`src/rtl/reg_bank_p.sv`:
```
// Multi-ported flop register bank: byte-lane writes, two registered write-first read ports,
// and a sequential clear engine that zeroes one register per cycle.
module reg_bank_p #(
    parameter int unsigned WIDTH   = 16,
    parameter int unsigned AW      = 3,
    parameter int unsigned ZERO_R0 = 1
) (
    input  logic               clk,
    input  logic               rst,
    input  logic               we,
    input  logic [AW-1:0]      waddr,
    input  logic [WIDTH-1:0]   din,
    input  logic [WIDTH/8-1:0] wbe,
    input  logic [AW-1:0]      raddr_a,
    input  logic [AW-1:0]      raddr_b,
    output logic [WIDTH-1:0]   dout_a,
    output logic [WIDTH-1:0]   dout_b,
    input  logic               clr_req,
    output logic               clr_busy,
    output logic               clr_done
);

    localparam int unsigned DEPTH = 2 ** AW;
    localparam int unsigned NB    = WIDTH / 8;

    typedef enum logic [1:0] {
        StIdle  = 2'd0,
        StClear = 2'd1,
        StDone  = 2'd2
    } state_e;

    state_e           state_q;
    logic [AW-1:0]    ptr_q;
    logic             busy_q;
    logic             done_q;
    logic [WIDTH-1:0] regs_q [DEPTH];
    logic [WIDTH-1:0] regs_d [DEPTH];
    logic [WIDTH-1:0] dout_a_q;
    logic [WIDTH-1:0] dout_b_q;
    logic             wr_acc;

    // Writes are dropped, not queued, while the clear engine owns the array.
    assign wr_acc = we && !busy_q;

    // regs_d is the array content after the coming edge; reads sample it to get write-first.
    always_comb begin
        regs_d = regs_q;
        if (wr_acc && !(ZERO_R0 != 0 && waddr == '0)) begin
            for (int b = 0; b < int'(NB); b++) begin
                if (wbe[b]) begin
                    regs_d[waddr][8*b +: 8] = din[8*b +: 8];
                end
            end
        end
        if (state_q == StClear) begin
            regs_d[ptr_q] = '0;
        end
        if (ZERO_R0 != 0) begin
            regs_d[0] = '0;
        end
    end

    always_ff @(posedge clk or negedge rst) begin
        if (!rst) begin
            for (int i = 0; i < int'(DEPTH); i++) begin
                regs_q[i] <= '0;
            end
            dout_a_q <= '0;
            dout_b_q <= '0;
        end else begin
            regs_q   <= regs_d;
            dout_a_q <= regs_d[raddr_a];
            dout_b_q <= regs_d[raddr_b];
        end
    end

    // Clear sequencer; busy/done are registered alongside the state so they are glitch-free.
    always_ff @(posedge clk or negedge rst) begin
        if (!rst) begin
            state_q <= StIdle;
            ptr_q   <= '0;
            busy_q  <= 1'b0;
            done_q  <= 1'b0;
        end else begin
            unique case (state_q)
                StIdle: begin
                    if (clr_req) begin
                        state_q <= StClear;
                        ptr_q   <= '0;
                        busy_q  <= 1'b1;
                    end
                end
                StClear: begin
                    if (ptr_q == AW'(DEPTH - 1)) begin
                        state_q <= StDone;
                        ptr_q   <= '0;
                        busy_q  <= 1'b0;
                        done_q  <= 1'b1;
                    end else begin
                        ptr_q <= ptr_q + AW'(1);
                    end
                end
                StDone: begin
                    state_q <= StIdle;
                    done_q  <= 1'b0;
                end
                default: begin
                    state_q <= StIdle;
                    ptr_q   <= '0;
                    busy_q  <= 1'b0;
                    done_q  <= 1'b0;
                end
            endcase
        end
    end

    assign dout_a   = dout_a_q;
    assign dout_b   = dout_b_q;
    assign clr_busy = busy_q;
    assign clr_done = done_q;

endmodule

```
`config.mk`:
```
export PLATFORM = sky130hd
export DESIGN_NAME = reg_bank_p
export DESIGN_NICKNAME = d
export VERILOG_FILES = /design/src/rtl/reg_bank_p.sv
export SDC_FILE = /design/constraint.sdc
export NUM_CORES = 1
export LEC_CHECK = 0
export ABC_AREA = 1
export ABC_CLOCK_PERIOD_IN_PS = 2000
export BUFFER_PORTS_ARGS = -buffer_cell sky130_fd_sc_hd__buf_2
export CAP_MARGIN = 20
export CORE_ASPECT_RATIO = 0.8
export CORE_UTILIZATION = 50
export CTS_CLUSTER_SIZE = 12
export DETAILED_ROUTE_END_ITERATION = 7
export PLACE_DENSITY = 0.68
export SLEW_MARGIN = 10
export SYNTH_ARGS = -nofsm -noshare
export SYNTH_HDL_FRONTEND = slang
export SYNTH_SLANG_ARGS = --single-unit
```
`constraint.sdc`:
```
create_clock -name clk -period 2 [get_ports clk]
set_input_delay 0.3 -clock clk [delete_from_list [all_inputs] [get_ports clk]]
set_output_delay 0.3 -clock clk [all_outputs]
set_load 0.01 [all_outputs]
```
==> results.cfg, run 1 <==
[die]
die_area_um2 = 18500
die_w_um = 152
initial_core_util_pct = 51.4
coreArea_um2 = 17500
io_pins = 65
rows = 43
die_height_um = 122

[global_route]
antenna_found_initial = 0
grt_max_degree = 49
grt_pass1_wl_um = 45300
grtUsageTotal_pct = 32.2
grt_pass1_vias = 8513
grt_overflow_total = 0

[placed_design]
dp_hpwl_um = 19700
port_buffers = 64
globalplace.congestion = 0.892
place_worst_setup_slack_ns = 0.0270

[clock_network]
cts.sinks = 151
cts_setup_buffers = 0
clk-insertion-delay-late_ns = 0.43
path_clk_slew_ns = 0.07
htreeDepth = 4
clock-root-buffer = clkbuf_16
cts_tree = built
cts_buffers = 17
clock_path_buffers = 2

[pwr]
clkPwrFrac_pct = 27.6
ir_drop_mv = 0.843
p_sw_share_pct = 37.1
power_leakage_nw = 5.85
p_comb_share_pct = 37.0
pwr-share-seq_pct = 35.4
power_switching_mw = 4.85
total_power_mw = 13.1
internal-power_mw = 8.24
power.density_nw_per_um2 = 1260

[drt]
dr.pass1.iters = 7
wire_per_inst_um = 18.3
ant_nets = 0
drt-initial-drc-count = 706
vias = 8901
routed.top_layer = met4
drc = 9
wl_met3_um = 2340
drt-met1-wl_um = 12200
routed_wirelength_um = 28700
vias_per_cell = 5.69
route.met2.wl_um = 12800

[final_layout]
n_fill_cell = 1622
multiInputGateArea_um2 = 4220
final_layout_size_suffix_gt1_share_pct = 14.3
nets = 1359
insertedDiodeCount = 0
seqCellArea_um2 = 3780
area_growth_pct = 15.4

[synthesis]
synth_nets = 1296
synth-edff-count = 0
syn_area_um2 = 9000
syn_inst = 1263
synthArstFlopShare_pct = 100
yosysSeqAreaShare_pct = 42.0
syn_area_per_cell_um2 = 7.12
ys_warn_count = 0
netlist-cell-type-count = 24
ys_seq_elements = 151
synth_top_flop_cell = dfrtp_1

[timing]
max_slew_margin_pct = 69.9
rsz0062_at_grt = false
timing.setup.tns_ns = 0
finalClockSkew_ns = 0.00922
setup_slack_ns = 0.0961
fin_crit_sh_pct = 95.2
hold_violations = 0
finalSetupViolations = 0
tightest_slew_ns = 0.452
fmax_mhz = 525
slew_violations = 0
fin_crit_ns = 1.90

[worst_setup_path]
startpoint_type = flop
reg2reg_slack_ns = 0.1
cp_max_fo = 8
cp_data_arrival_time_ns = 2.22
crit_required_ns = 2.31
crit_type = reg -> reg
crit-reg2reg-launch = clr_busy
crit_path_end_kind = flop
reg2reg_to = dout_b[10]
r2r_cells = 9

[job]
cap_violations = 0

[worst_hold_path]
worstHoldEndpoint = state_q[0]
hold_class = in -> reg
hold_depth = 3
min_from = clr_req

[outcome]
violations = design-rule violations
outcome = finished with violations
## worst max-delay path, cell delays in order (launching register included)
cell	delay (ns)
dfrtp_1	0.39
inv_2	0.11
nand3_4	0.17
buf_4	0.22
nor2_4	0.25
nand2_1	0.13
nand4_1	0.10
nand2_1	0.08
a21oi_1	0.25
nor2_1	0.08
## per-layer routing
layer  global-route usage [%]  up-vias
li1                         -     4234
met1                     42.7     4122
met2                     50.8      455
met3                     5.55       90
met4                     17.1        0
met5                        0        -
## metrics by stage
| step | std cells | utilization (%) | cell area [um^2] | hold WS (ns) |
|---|---|---|---|---|
| global route | 1564 | 59.4 | 10400 | 0.232 |
| detailed placement | 1531 | 55.5 | 9700 | 0.147 |
| floorplan | 1263 | - | 9000 | 0.00441 |
| finish | 1564 | 59.4 | 10400 | 0.192 |
| global placement | 1531 | 55.5 | 9700 | 0.143 |
| CTS | 1564 | 59.3 | 10400 | 0.191 |
## cell type report
class,count,share of cell area [%]
inverters,186,6.75
well taps,225,2.71
clock buffers,20,4.40
clock inverters,12,1.89
multi-input cells,860,40.6
repair buffers,110,7.22
flip-flops and latches,151,36.4
## power by group through the flow
stage | clock network, mW | registers (mW) | logic, mW
after floorplan | 0 | 4.65 | 3.41
after global placement | 0 | 4.65 | 4.66
after detailed placement | 0 | 4.67 | 4.74
after CTS | 3.64 | 4.63 | 4.78
after global routing | 3.74 | 4.74 | 5.49
final | 3.62 | 4.63 | 4.84
## flip-flops by register name, indices dropped and copies added (netlist names)
name	flops
regs_q	112
dout_a	16
dout_b	16
ptr_q	3
state_q	2
clr_busy	1
clr_done	1
## Yosys cell counts (2+ instances only)
cell type	n	area share (%)
nand2_1	320	13
inv_1	176	7.3
buf_4	9	0.75
nand3_2	15	1.7
ha_1	2	0.28
dfrtp_1	151	42
nand3_1	85	4.7
o21ai_0	38	2.1
a21oi_1	32	1.8
nor2_1	134	5.6
nor2_2	10	0.70
inv_2	10	0.42
o21bai_1	16	1.3
nand2_2	6	0.42
buf_2	21	1.2
nand3_4	2	0.39
and3_1	64	4.5
clkbuf_1	31	1.3
nand4_1	128	8.9
nor2_4	6	0.75
buf_1	4	0.17
## kinds of logic after synthesis
kind of cell / Yosys count / synth area share [%]
buffers and inverters: 252 / 11.3
AOI/OAI and AO/OA: 86 / 5.23
and+or+nand+nor: 772 / 41.2
DFF: 151 / 42.0
adders and majority gates: 2 / 0.278
## layout by cell type (no fill, tap or decap), drive strengths merged
| master | count |
|---|---|
| clkinv | 3 |
| dlygate4sd3 | 1 |
| dfrtp | 151 |
| nor2 | 151 |
| bufinv | 5 |
| o21bai | 16 |
| o21ai | 38 |
| nand3 | 102 |
| a21oi | 32 |
| nand2 | 326 |
| inv | 187 |
| nor3 | 1 |
| clkinvlp | 3 |
| ha | 2 |
| clkbuf | 20 |
| buf | 109 |
| and3 | 64 |
| nand4 | 128 |
## how the worst max path moves through the flow
stage              from    endpoint  slack [ns]  depth (start not counted)
4_1_cts        clr_busy  dout_b[10]        0.01                          9
3_3_place_gp   clr_busy  dout_b[10]        0.07                          9
2_1_floorplan  clr_busy  dout_a[15]        0.44                          9
5_1_grt        clr_busy   dout_b[5]        0.01                          9
6_report       clr_busy  dout_b[10]         0.1                          9
3_5_place_dp   clr_busy  dout_b[10]        0.03                          9
## what timing repair did
item | in CTS | in global routing
resized for setup | 0 | 4
setup endpoints to repair | 0 | 15
hold buffers | 1 | 0
endpoints found under the hold margin | 64 | 0
(Power assumes the default switching activity.)
==> inputs of run 2 (changes only) <==
--- a/config.mk
+++ b/config.mk
@@ -14,6 +14,7 @@
 export CTS_CLUSTER_SIZE = 12
 export DETAILED_ROUTE_END_ITERATION = 7
 export PLACE_DENSITY = 0.68
+export RECOVER_POWER = 25
 export SLEW_MARGIN = 10
 export SYNTH_ARGS = -nofsm -noshare
 export SYNTH_HDL_FRONTEND = slang
==> results.cfg, run 2 (same netlist as run 1, synthesis figures left out) <==
[final_layout]
layout_common_cells = 320 x nand2_1, 176 x inv_1, 151 x dfrtp_1
final_layout_size_suffix_gt1_share_pct = 14.3
seqCellArea_um2 = 3780
insertedDiodeCount = 0
stdcell_area_um2 = 10400
largest_register_ffs = 112
multiInputGateArea_um2 = 4220
nets = 1359
top_register = regs_q
area_growth_pct = 15.3
layout_commonest_cell = nand2_1
n_fill_cell = 1624

[pwr]
ir_drop_mv = 0.843
power_leakage_nw = 5.84
power.density_nw_per_um2 = 1260

[timing]
timing.setup.tns_ns = 0
fin_crit_sh_pct = 95.2
fin_crit_ns = 1.90
whs_ns = 0.192
tightest_slew_ns = 1.09
finalClockSkew_ns = 0.00922
slew_violations = 0
rsz0062_at_grt = false
hold_violations = 0
finalSetupViolations = 0
max_slew_margin_pct = 27.4
fmax_mhz = 525

[clock_network]
clock-root-buffer = clkbuf_16
cts.sinks = 151
cts_buffers = 17
clock_path_buffers = 2
clk-insertion-delay-late_ns = 0.43
cts_tree = built
path_clk_slew_ns = 0.07
htreeDepth = 4
cts_setup_buffers = 0

[placed_design]
port_buffers = 64
globalplace.congestion = 0.892
dp_hpwl_um = 19700
place_area_um2 = 9700

[drt]
vias_per_cell = 5.69
drt-initial-drc-count = 706
dr.pass1.iters = 7
routed_wirelength_um = 28700
ant_nets = 0
vias = 8898
wire_per_inst_um = 18.3
drc = 9

[die]
rows = 43
die_w_um = 152
coreArea_um2 = 17500
die_height_um = 122
die_area_um2 = 18500
io_pins = 65
initial_core_util_pct = 51.4

[worst_hold_path]
hold_class = in -> reg
worstHoldEndpoint = state_q[0]
hold_depth = 3
min_from = clr_req

[worst_setup_path]
r2r_cells = 9
reg2reg_slack_ns = 0.1
crit_path_end_kind = flop
cp_data_arrival_time_ns = 2.22
reg2reg_to = dout_b[10]
crit-reg2reg-launch = clr_busy
cp_max_fo = 8
crit_type = reg -> reg
crit_required_ns = 2.31
startpoint_type = flop

[global_route]
grt_pass1_wl_um = 45300
antenna_found_initial = 0
grt_max_degree = 49
grt_pass1_vias = 8513
grtUsageTotal_pct = 32.2
grt_overflow_total = 0

[outcome]
violations = design-rule violations
outcome = finished with violations

[job]
cap_violations = 0
[run 2: timing repair]
action,in CTS,in global routing
gates resized for setup,0,4
endpoints found under the hold margin,64,0
hold buffers,1,0
endpoints found under the setup margin,0,15
[run 2: per-stage QoR]
stage | util, % | cells | setup slack (ns) | total power [mW]
after floorplan | - | 1263 | 0.445 | 8.06
after global placement | 55.5 | 1531 | 0.0704 | 9.31
after detailed placement | 55.5 | 1531 | 0.0270 | 9.41
after CTS | 59.3 | 1564 | 0.0147 | 13.1
after global routing | 59.3 | 1564 | 0.00998 | 14.0
final | 59.3 | 1564 | 0.0961 | 13.1
[run 2: area by class of cell]
cell class                      instances  area share (%)
Clock inverter                         12            1.89
Clock buffer                           20            4.40
Tap cell                              225            2.71
Timing Repair Buffer                  110            7.15
Multi-Input combinational cell        860            40.7
Inverter                              186            6.75
Sequential cell                       151            36.4
[run 2: report_power, final]
| part | internal, mW | switching (mW) | leakage (nW) |
|---|---|---|---|
| Clock | 2.28 | 1.34 | 0.312 |
| Combinational | 1.71 | 3.13 | 3.58 |
| Sequential | 4.25 | 0.386 | 1.95 |
| Total | 8.24 | 4.85 | 5.84 |
[run 2: per-layer routing]
metal	vias to the layer above	global-route usage (%)	share of wire, %
li1	4234	-	-
met5	-	0	0
met3	90	5.55	8.1
met4	0	17.1	4.5
met1	4119	42.7	43
met2	455	50.8	45
[run 2: critical path, cell delays in order (launching register included)]
cell and delay, ns:
dfrtp_1 0.39, inv_2 0.11, nand3_4 0.17, buf_4 0.22, nor2_4 0.25, nand2_1 0.13
nand4_1 0.10, nand2_1 0.08, a21oi_1 0.25, nor2_1 0.08
[run 2: worst max path at each step]
stage               startpoint          to  slack [ns]
floorplan             clr_busy  dout_a[15]        0.44
global placement      clr_busy  dout_b[10]        0.07
detailed placement    clr_busy  dout_b[10]        0.03
CTS                   clr_busy  dout_b[10]        0.01
global route          clr_busy   dout_b[5]        0.01
finish                clr_busy  dout_b[10]         0.1
